### config.mk
export PLATFORM = sky130hd
export DESIGN_NAME = dummy_rob
export DESIGN_NICKNAME = d
export VERILOG_FILES = /design/src/rtl/dummy_pkg.sv /design/src/rtl/dummy_rob.sv
export SDC_FILE = /design/constraint.sdc
export NUM_CORES = 1
export LEC_CHECK = 0
export ABC_CLOCK_PERIOD_IN_PS = 3600
export CELL_PAD_IN_SITES_DETAIL_PLACEMENT = 1
export CELL_PAD_IN_SITES_GLOBAL_PLACEMENT = 1
export CORE_MARGIN = 5
export CORE_UTILIZATION = 50
export CTS_BUF_LIST = sky130_fd_sc_hd__clkbuf_4 sky130_fd_sc_hd__clkbuf_8 sky130_fd_sc_hd__clkbuf_16
export CTS_CLUSTER_DIAMETER = 150
export DETAILED_ROUTE_END_ITERATION = 6
export GPL_TIMING_DRIVEN = 0
export PLACE_DENSITY_LB_ADDON = 0.12
export SLEW_MARGIN = 25
export SYNTH_ARGS = -nofsm -noshare
export SYNTH_HDL_FRONTEND = slang
export SYNTH_SLANG_ARGS = --single-unit
### constraint.sdc
create_clock -name clk_i -period 3.6 [get_ports clk_i]
set_clock_uncertainty 0.05 [all_clocks]
set_input_delay 0.54 -clock clk_i [delete_from_list [all_inputs] [get_ports clk_i]]
set_output_delay 0.54 -clock clk_i [all_outputs]
set_load 0.02 [all_outputs]
### src/rtl/dummy_pkg.sv
// Shared types for the dummy coprocessor slice: reorder-buffer slot states.
package dummy_pkg;

    // Per-slot lifecycle: FREE -> PENDING (alloc) -> DONE (result) -> FREE (commit)
    typedef enum logic [1:0] {
        ROB_FREE    = 2'd0,
        ROB_PENDING = 2'd1,
        ROB_DONE    = 2'd2
    } rob_state_t;

endpackage : dummy_pkg

### src/rtl/dummy_rob.sv
// In-order result reorder buffer behind the dummy coprocessor.
// Tags are allocated at issue and ride through the coprocessor. Results come
// back out of order into their tagged slot. Commit drains strictly in
// allocation order.
module dummy_rob
    import dummy_pkg::*;
#(
    parameter  int DATA_WIDTH = 32,
    parameter  int DEPTH      = 8,
    localparam int TagW       = $clog2(DEPTH)
) (
    input  logic                  clk_i,
    input  logic                  rst_i,
    input  logic                  flush_i,
    input  logic                  alloc_valid_i,
    output logic                  alloc_ready_o,
    output logic [TagW-1:0]       alloc_tag_o,
    input  logic                  res_valid_i,
    output logic                  res_ready_o,
    input  logic [TagW-1:0]       res_tag_i,
    input  logic [DATA_WIDTH-1:0] res_data_i,
    output logic                  commit_valid_o,
    input  logic                  commit_ready_i,
    output logic [TagW-1:0]       commit_tag_o,
    output logic [DATA_WIDTH-1:0] commit_data_o,
    output logic [TagW:0]         count_o,
    output logic                  err_o
);

    localparam logic [TagW:0] LP_FULL_CNT = (TagW+1)'(DEPTH);

    // Pointers carry an extra wrap bit so full and empty are distinguishable.
    logic [TagW:0]           r_head;
    logic [TagW:0]           r_tail;
    rob_state_t              r_state [DEPTH];
    logic [DATA_WIDTH-1:0]   r_data  [DEPTH];
    logic                    r_err;

    logic [TagW:0]           w_count;
    logic                    w_full;
    logic [TagW-1:0]         w_head_idx;
    logic [TagW-1:0]         w_tail_idx;
    logic                    w_alloc_fire;
    logic                    w_res_fire;
    logic                    w_res_hit;
    logic                    w_commit_valid;
    logic                    w_commit_fire;

    assign w_count        = r_tail - r_head;
    assign w_full         = (w_count == LP_FULL_CNT);
    assign w_head_idx     = r_head[TagW-1:0];
    assign w_tail_idx     = r_tail[TagW-1:0];

    // Alloc readiness depends on registered occupancy only; a same-cycle
    // commit does not free a slot for a same-cycle alloc.
    assign w_alloc_fire   = alloc_valid_i && !w_full;
    assign w_res_fire     = res_valid_i;
    assign w_res_hit      = (r_state[res_tag_i] == ROB_PENDING);
    assign w_commit_valid = (r_state[w_head_idx] == ROB_DONE);
    assign w_commit_fire  = w_commit_valid && commit_ready_i;

    assign alloc_ready_o  = !w_full;
    assign alloc_tag_o    = w_tail_idx;
    assign res_ready_o    = 1'b1;
    assign commit_valid_o = w_commit_valid;
    assign commit_tag_o   = w_head_idx;
    assign commit_data_o  = r_data[w_head_idx];
    assign count_o        = w_count;
    assign err_o          = r_err;

    // Head/tail pointer advance; flush behaves like reset for the pointers.
    always_ff @(posedge clk_i) begin
        if (rst_i || flush_i) begin
            r_head <= '0;
            r_tail <= '0;
        end else begin
            if (w_alloc_fire)  r_tail <= r_tail + 1'b1;
            if (w_commit_fire) r_head <= r_head + 1'b1;
        end
    end

    // Per-slot state machine. Alloc, result and commit target distinct slots
    // in any legal cycle, so the per-slot updates never collide.
    always_ff @(posedge clk_i) begin
        if (rst_i) begin
            for (int i = 0; i < DEPTH; i++) begin
                r_state[i] <= ROB_FREE;
                r_data[i]  <= '0;
            end
        end else if (flush_i) begin
            // Data is left as-is; it is unreachable until rewritten by a result.
            for (int i = 0; i < DEPTH; i++) begin
                r_state[i] <= ROB_FREE;
            end
        end else begin
            for (int i = 0; i < DEPTH; i++) begin
                if (w_alloc_fire && (w_tail_idx == TagW'(i))) begin
                    r_state[i] <= ROB_PENDING;
                end
                if (w_res_fire && w_res_hit && (res_tag_i == TagW'(i))) begin
                    r_state[i] <= ROB_DONE;
                    r_data[i]  <= res_data_i;
                end
                if (w_commit_fire && (w_head_idx == TagW'(i))) begin
                    r_state[i] <= ROB_FREE;
                end
            end
        end
    end

    // Error pulse for a result landing on a slot that is not awaiting one
    // (stale tag after flush, or duplicate result).
    always_ff @(posedge clk_i) begin
        if (rst_i || flush_i) begin
            r_err <= 1'b0;
        end else begin
            r_err <= w_res_fire && !w_res_hit;
        end
    end

endmodule : dummy_rob
==> impl_metrics.yaml, run 1 <==
timing:
  setup_violations: 0
  rsz0062_at_grt: "no"
  timing.final.crit_share: 0.971
  finalHoldViolations: 0
  worst_slew_pin_slew_ns: 0.945
  fin_worst_hold_slack_ns: 0.542
  slew-limit-headroom: 0.370
  finalCriticalPeriod_ns: 3.50
  slew_violations: 0
  achievable-frequency_mhz: 286
cts:
  cts_made_buffers: 30
  cts_hold_buf: 0
  cts-htree-levels: 1
  clk_root_buffer_cell: "sky130_fd_sc_hd__clkbuf_16"
  max-clock-path-buffers: 3
  numClockSinks: 284
  cts_tree: "done"
  clock_insertion_delay_worst_skew_ns: 0.55
  worst_path_clk_slew_ns: 0.07
critical_path:
  max_stage_delay_ns: 0.56
  worstPathCellList: "buf_4 -> buf_4 -> mux4_2 -> mux2_2 -> clkdlybuf4s50_1"
  critical_path.startpoint_type: "register"
  worst-path-buf-inv: 3
  ff2ff_setup_slack_ns: 0.82
  critical_path_class: "reg2out"
  cp_common_cell: "sky130_fd_sc_hd__buf_4"
  critical_path_arrival_ns: 2.91
  required_ns: 3.01
  crit_slowest_cell: "sky130_fd_sc_hd__clkdlybuf4s50_1"
  maximum_fanout_count_along_the_critical_path: 10
  cpLargestDelayFamily: "buffers and inverters"
  crit_path_end_kind: "primary output"
cells_and_area:
  most_common_library_cell_in_the_layout_ignoring_fill_and_taps: "sky130_fd_sc_hd__edfxtp_1"
  layout_overhead_on_the_synthesized_area_pct: 19.1
  layout_common_cells: "271 x sky130_fd_sc_hd__edfxtp_1, 206 x sky130_fd_sc_hd__nor2_1, 83 x sky130_fd_sc_hd__clkdlybuf4s50_1"
  fillCellCount: 2365
  final_net_count: 1035
  antenna-diode-count: 0
  stdcell_area_sq_um: 15300
  fraction_of_layout_cells_with_a_size_suffix_above_1: 0.224
power_and_ir_drop:
  combinationalPowerShare: 0.071
  power.density_cell_area_nw_per_um2: 492
  power_leakage_nw: 5.61
  pwr-share-clk: 0.424
  internal_power_w: 0.00591
  net-switching-power_w: 0.00160
  ir_worst_vdd_uv: 306
  switch_share: 0.213
  report.power.total_w: 0.00752
  power_frac_seq: 0.505
yosys:
  combinational_family_with_the_most_area_after_synthesis: "multiplexers"
  synth_xor_area_frac: 0.00273
  netlist-cell-type-count: 53
  synth_simple_gate_area_share: 0.122
  syn_avg_cell_area_sq_um: 14.9
  synth_warn: 0
  syn-cell-area_sq_um: 12800
  netlist_instances: 859
  sequential_fraction_of_the_synthesis_area: 0.654
  synth_ff_type: "sky130_fd_sc_hd__edfxtp_1"
  synth.ff_latch_count: 284
  yosys-mux-area-fraction: 0.152
  synth_compound_area_frac: 0.0149
  syn-num-nets: 916
  fraction_of_the_mapped_netlist_area_in_adder_cells: 0.0162
  synthArstFlopShare: 0
  synth_edf_count: 271
global_routing:
  total_grt_usage: 0.230
  grt_pass1_vias: 8497
  grt_first_pass_wirelength_mm: 50.3
  maximum_number_of_pins_on_one_net_before_global_route_repair: 33
  grt_antenna_before_repair: 0
  globalRoute.totalOverflow: 0
floorplan:
  placement_rows: 58
  dieArea_sq_um: 29000
  num_io_pins: 87
  die_w_um: 170
  initial_core_util: 0.508
  dieHeight_um: 170
  fp.coreArea_sq_um: 25300
drt:
  drt_iter0_markers: 644
  drt-total-wl_mm: 32.8
  antenna_violating_nets_post_route: 0
  drtPass1Iterations: 5
  detail_route.drc_violations: 0
  detail_route.vias_per_cell: 5.78
  via_count: 7692
  average_wire_length_per_cell_after_detail_routing_um: 24.6
placement:
  dp_hpwl_mm: 21.0
  dpl-instance-area_sq_um: 14200
  portBuffers: 83
  globalplace.congestion: 0.794
hold_path:
  hold_path.class: "reg2reg"
flow_run:
  drv.max_cap_violation_count: 0
outcome:
  run_status: "complete, no violations"
-- metal layers --
layer / GRT usage / wire length [um] / part of all wire
met5: 0 / 0 / 0
met2: 0.404 / 16800 / 0.51
met1: 0.308 / 13800 / 0.42
met4: 0.0545 / 721 / 0.022
met3: 0.0272 / 1480 / 0.045
-- state kept, by name (all words and copies together), names as in the netlist, named ones only --
name     cells
r_state     16
r_data     256
r_tail       4
err_o        1
r_head       4
-- per-stage QoR --
step / util / cells / TNS (ns) / worst slack [ns]
after floorplan: - / 859 / 0 / 0.710
after global placement: 0.558 / 1272 / -191.97 / -0.888
after detailed placement: 0.564 / 1276 / 0 / 0.0220
after CTS: 0.605 / 1331 / -0.121 / -0.0289
after global routing: 0.605 / 1331 / 0 / 0.00755
final: 0.605 / 1331 / 0 / 0.104
-- cells in the mapped netlist (2+ instances only) --
cell | instances | area, sq um
sky130_fd_sc_hd__a211oi_1 | 6 | 45.0
sky130_fd_sc_hd__a21o_1 | 2 | 15.0
sky130_fd_sc_hd__a21oi_1 | 3 | 15.0
sky130_fd_sc_hd__a31oi_1 | 2 | 12.5
sky130_fd_sc_hd__and2_1 | 2 | 12.5
sky130_fd_sc_hd__and4_1 | 2 | 17.5
sky130_fd_sc_hd__and4b_1 | 3 | 30.0
sky130_fd_sc_hd__and4bb_1 | 2 | 25.0
sky130_fd_sc_hd__buf_2 | 14 | 70.1
sky130_fd_sc_hd__buf_4 | 20 | 150
sky130_fd_sc_hd__buf_6 | 4 | 45.0
sky130_fd_sc_hd__clkbuf_1 | 19 | 71.3
sky130_fd_sc_hd__dfxtp_1 | 13 | 260
sky130_fd_sc_hd__edfxtp_1 | 271 | 8140
sky130_fd_sc_hd__ha_1 | 15 | 188
sky130_fd_sc_hd__inv_1 | 41 | 154
sky130_fd_sc_hd__mux2_2 | 35 | 394
sky130_fd_sc_hd__mux2i_1 | 2 | 20.0
sky130_fd_sc_hd__mux4_2 | 68 | 1530
sky130_fd_sc_hd__nand2_1 | 19 | 71.3
sky130_fd_sc_hd__nand2_4 | 2 | 22.5
sky130_fd_sc_hd__nand2b_1 | 48 | 300
sky130_fd_sc_hd__nand3_1 | 9 | 45.0
sky130_fd_sc_hd__nand4_1 | 6 | 37.5
sky130_fd_sc_hd__nand4b_1 | 2 | 17.5
sky130_fd_sc_hd__nor2_1 | 206 | 773
sky130_fd_sc_hd__nor2b_1 | 7 | 43.8
sky130_fd_sc_hd__nor3_1 | 8 | 40.0
sky130_fd_sc_hd__nor4b_2 | 2 | 30.0
sky130_fd_sc_hd__xnor2_1 | 2 | 17.5
sky130_fd_sc_hd__xor2_1 | 2 | 17.5
-- power by group through the flow --
stage,registers (W),logic (W),clock network [W]
CTS,0.00380,0.000540,0.00321
floorplan,0.00385,0.000303,0
global placement,0.00386,0.000506,0
global route,0.00381,0.000570,0.00336
detailed placement,0.00387,0.000535,0
finish,0.00380,0.000532,0.00319
-- logic make-up (layout without fill, tap and decap cells) --
group                    count (synthesis)  after routing
AO/OA/AOI/OAI                           23             23
XOR/XNOR                                 4              4
adder cells (fa/ha/maj)                 16             16
buffers and inverters                   99            241
flip-flops                             284            284
multiplexers                           105            105
other                                    1              1
AND/OR/NAND/NOR                        327            327
-- cell type report --
| cell class | instances | area (sq um) | area share |
|---|---|---|---|
| clock buffers | 41 | 851 | 0.0557 |
| clock inverters | 14 | 168 | 0.0110 |
| flip-flops and latches | 284 | 8400 | 0.549 |
| inverters | 41 | 154 | 0.0101 |
| well taps | 330 | 413 | 0.0270 |
| repair buffers | 87 | 941 | 0.0616 |
| plain buffers | 58 | 370 | 0.0242 |
| multi-input cells | 476 | 3990 | 0.261 |
-- final timing paths --
check	startpoint	endpoint	depth (start not counted)
max	register	commit_data_o[30]	5
max reg2reg	r_head[2]$_SDFFE_PP0P_	r_state[5][1]$_SDFFCE_PP0P_	9
min reg2reg	r_tail[0]$_SDFFE_PP0N_	r_tail[0]$_SDFFE_PP0N_	2
min	r_tail[0]$_SDFFE_PP0N_	r_tail[0]$_SDFFE_PP0N_	2
-- tightest hold or removal path, cell delays in order, from the launching register on --
cell and delay [ns]:
sky130_fd_sc_hd__dfxtp_2 0.36, sky130_fd_sc_hd__xnor2_1 0.16, sky130_fd_sc_hd__nor2_1 0.04
-- timing repair --
action	CTS	global route
gates resized for setup	10	13
endpoints found under the setup margin	34	29
setup buffers	0	0
Power figures use the tool's default switching activity.
==> run 2, diff against run 1 <==
- ABC_CLOCK_PERIOD_IN_PS: 3600 -> not set
- CORE_MARGIN: 5 -> not set
- CORE_UTILIZATION: 50 -> 54
- DONT_BUFFER_PORTS: not set -> 1
==> impl_metrics.yaml, run 2 (synthesized netlist as in run 1, its figures left out) <==
drt:
  via_count: 7324
  drt_iter0_markers: 535
  drt-total-wl_mm: 31.8
  drtPass1Iterations: 7
  detail_route.vias_per_cell: 5.91
  average_wire_length_per_cell_after_detail_routing_um: 25.6
  antenna_violating_nets_post_route: 0
  detail_route.drc_violations: 2
cells_and_area:
  fillCellCount: 2195
  fraction_of_layout_cells_with_a_size_suffix_above_1: 0.237
  most_common_library_cell_in_the_layout_ignoring_fill_and_taps: "sky130_fd_sc_hd__edfxtp_1"
  final_net_count: 956
  largestRegisters: "r_data (256), r_state (16)"
  largest_register: "r_data"
  layout_overhead_on_the_synthesized_area_pct: 12.7
  layout_common_cells: "271 x sky130_fd_sc_hd__edfxtp_1, 206 x sky130_fd_sc_hd__nor2_1, 68 x sky130_fd_sc_hd__mux4_2"
  largest_register_ffs: 256
timing:
  setup_violations: 0
  finalCriticalPeriod_ns: 3.57
  worst_slew_pin_slew_ns: 0.886
  slew_violations: 0
  slew-limit-headroom: 0.403
  finalHoldViolations: 0
  rsz0062_at_grt: "yes"
  achievable-frequency_mhz: 280
  timing.final.crit_share: 0.991
  tns_ns: 0
outcome:
  failed_checks: "design-rule violations"
  run_status: "finished with violations"
hold_path:
  hold_path.class: "in2reg"
placement:
  portBuffers: 0
  dp_hpwl_mm: 20.7
  globalplace.congestion: 0.825
cts:
  cts_made_buffers: 30
  clock_insertion_delay_worst_skew_ns: 0.57
  worst_path_clk_slew_ns: 0.06
  clk_root_buffer_cell: "sky130_fd_sc_hd__clkbuf_16"
  cts_tree: "done"
  numClockSinks: 284
  cts-htree-levels: 1
  max-clock-path-buffers: 3
global_routing:
  grt_first_pass_wirelength_mm: 47.7
  grt_pass1_vias: 8099
  maximum_number_of_pins_on_one_net_before_global_route_repair: 18
  grt_antenna_before_repair: 1
  total_grt_usage: 0.270
  globalRoute.totalOverflow: 0
critical_path:
  required_ns: 3.01
  maximum_fanout_count_along_the_critical_path: 10
  critical_path.endpoint: "commit_data_o[31]"
  critical_path.startpoint_type: "register"
  reg2regPathDepth: 9
  worstReg2RegStart: "r_head[2]$_SDFFE_PP0P_"
  crit_path_end_kind: "primary output"
  ff2ff_setup_slack_ns: 0.45
  critical_path_arrival_ns: 2.98
  critical_path_class: "reg2out"
  critical_path.reg2reg.endpoint: "r_state[5][1]$_SDFFCE_PP0P_"
power_and_ir_drop:
  ir_worst_vdd_uv: 438
  power.density_cell_area_nw_per_um2: 505
  report.power.total_w: 0.00730
  power_leakage_nw: 5.28
floorplan:
  fp.coreArea_sq_um: 23400
  dieHeight_um: 156
  dieArea_sq_um: 24400
  initial_core_util: 0.549
  die_w_um: 156
  placement_rows: 56
  num_io_pins: 87
flow_run:
  drv.max_cap_violation_count: 0
run 2: final cells by class:
cell class / count / area, sq um / share of cell area
antenna: 1 / 2.50 / 0.000173
buffer: 58 / 343 / 0.0237
clock buffer: 39 / 843 / 0.0583
clock inverter: 14 / 140 / 0.00969
inverter: 41 / 154 / 0.0106
multi-input combinational: 476 / 3970 / 0.274
sequential: 284 / 8400 / 0.581
tap: 319 / 399 / 0.0276
timing repair buffer: 8 / 220 / 0.0152
run 2: layer usage:
metal / vias up / track usage / wire [um]
li1: 3227 / - / -
met4: 0 / 0.0901 / 830
met3: 60 / 0.0472 / 1790
met5: - / 0 / 0
met1: 3830 / 0.334 / 12500
met2: 207 / 0.481 / 16700
run 2: critical path, stage by stage (launching register included):
cell,delay (ns)
sky130_fd_sc_hd__dfxtp_1,0.46
sky130_fd_sc_hd__buf_1,0.52
sky130_fd_sc_hd__buf_1,0.65
sky130_fd_sc_hd__mux4_2,0.41
sky130_fd_sc_hd__mux2_2,0.37
run 2: what timing repair did:
action / in CTS / in global routing
hold buffers: 0 / 0
gates resized for setup: 0 / 6
buffers inserted: 0 / 0
setup endpoints to repair: 0 / 32
run 2: worst min path at each step:
stage	depth (start not counted)	from	slack (ns)	end
6_report	2	res_valid_i	0.07	err_o$_SDFF_PP0_
5_1_grt	2	res_valid_i	0.06	err_o$_SDFF_PP0_
4_1_cts	2	res_valid_i	0.04	err_o$_SDFF_PP0_
3_5_place_dp	2	r_tail[0]$_SDFFE_PP0N_	0.55	r_tail[0]$_SDFFE_PP0N_
3_3_place_gp	2	r_tail[0]$_SDFFE_PP0N_	0.53	r_tail[0]$_SDFFE_PP0N_
2_1_floorplan	2	r_head[1]$_SDFFE_PP0P_	0.50	register
run 2: power breakdown:
part	leakage, nW	total (W)	switching, W	internal (W)
clock	0.488	0.00306	0.00127	0.00179
combinational	1.88	0.000445	0.000289	0.000156
sequential	2.91	0.00380	0.0000445	0.00375
run 2: metrics by stage:
step,cells,area [sq um],setup WS [ns],hold WS [ns],util
2_1_floorplan,859,12800,0.710,0.496,-
3_3_place_gp,1178,13200,-0.217,0.531,0.566
3_5_place_dp,1186,13500,0.469,0.546,0.576
4_1_cts,1239,14500,0.00403,0.0441,0.618
5_1_grt,1239,14500,-0.0518,0.0575,0.618
6_report,1240,14500,0.0320,0.0652,0.618
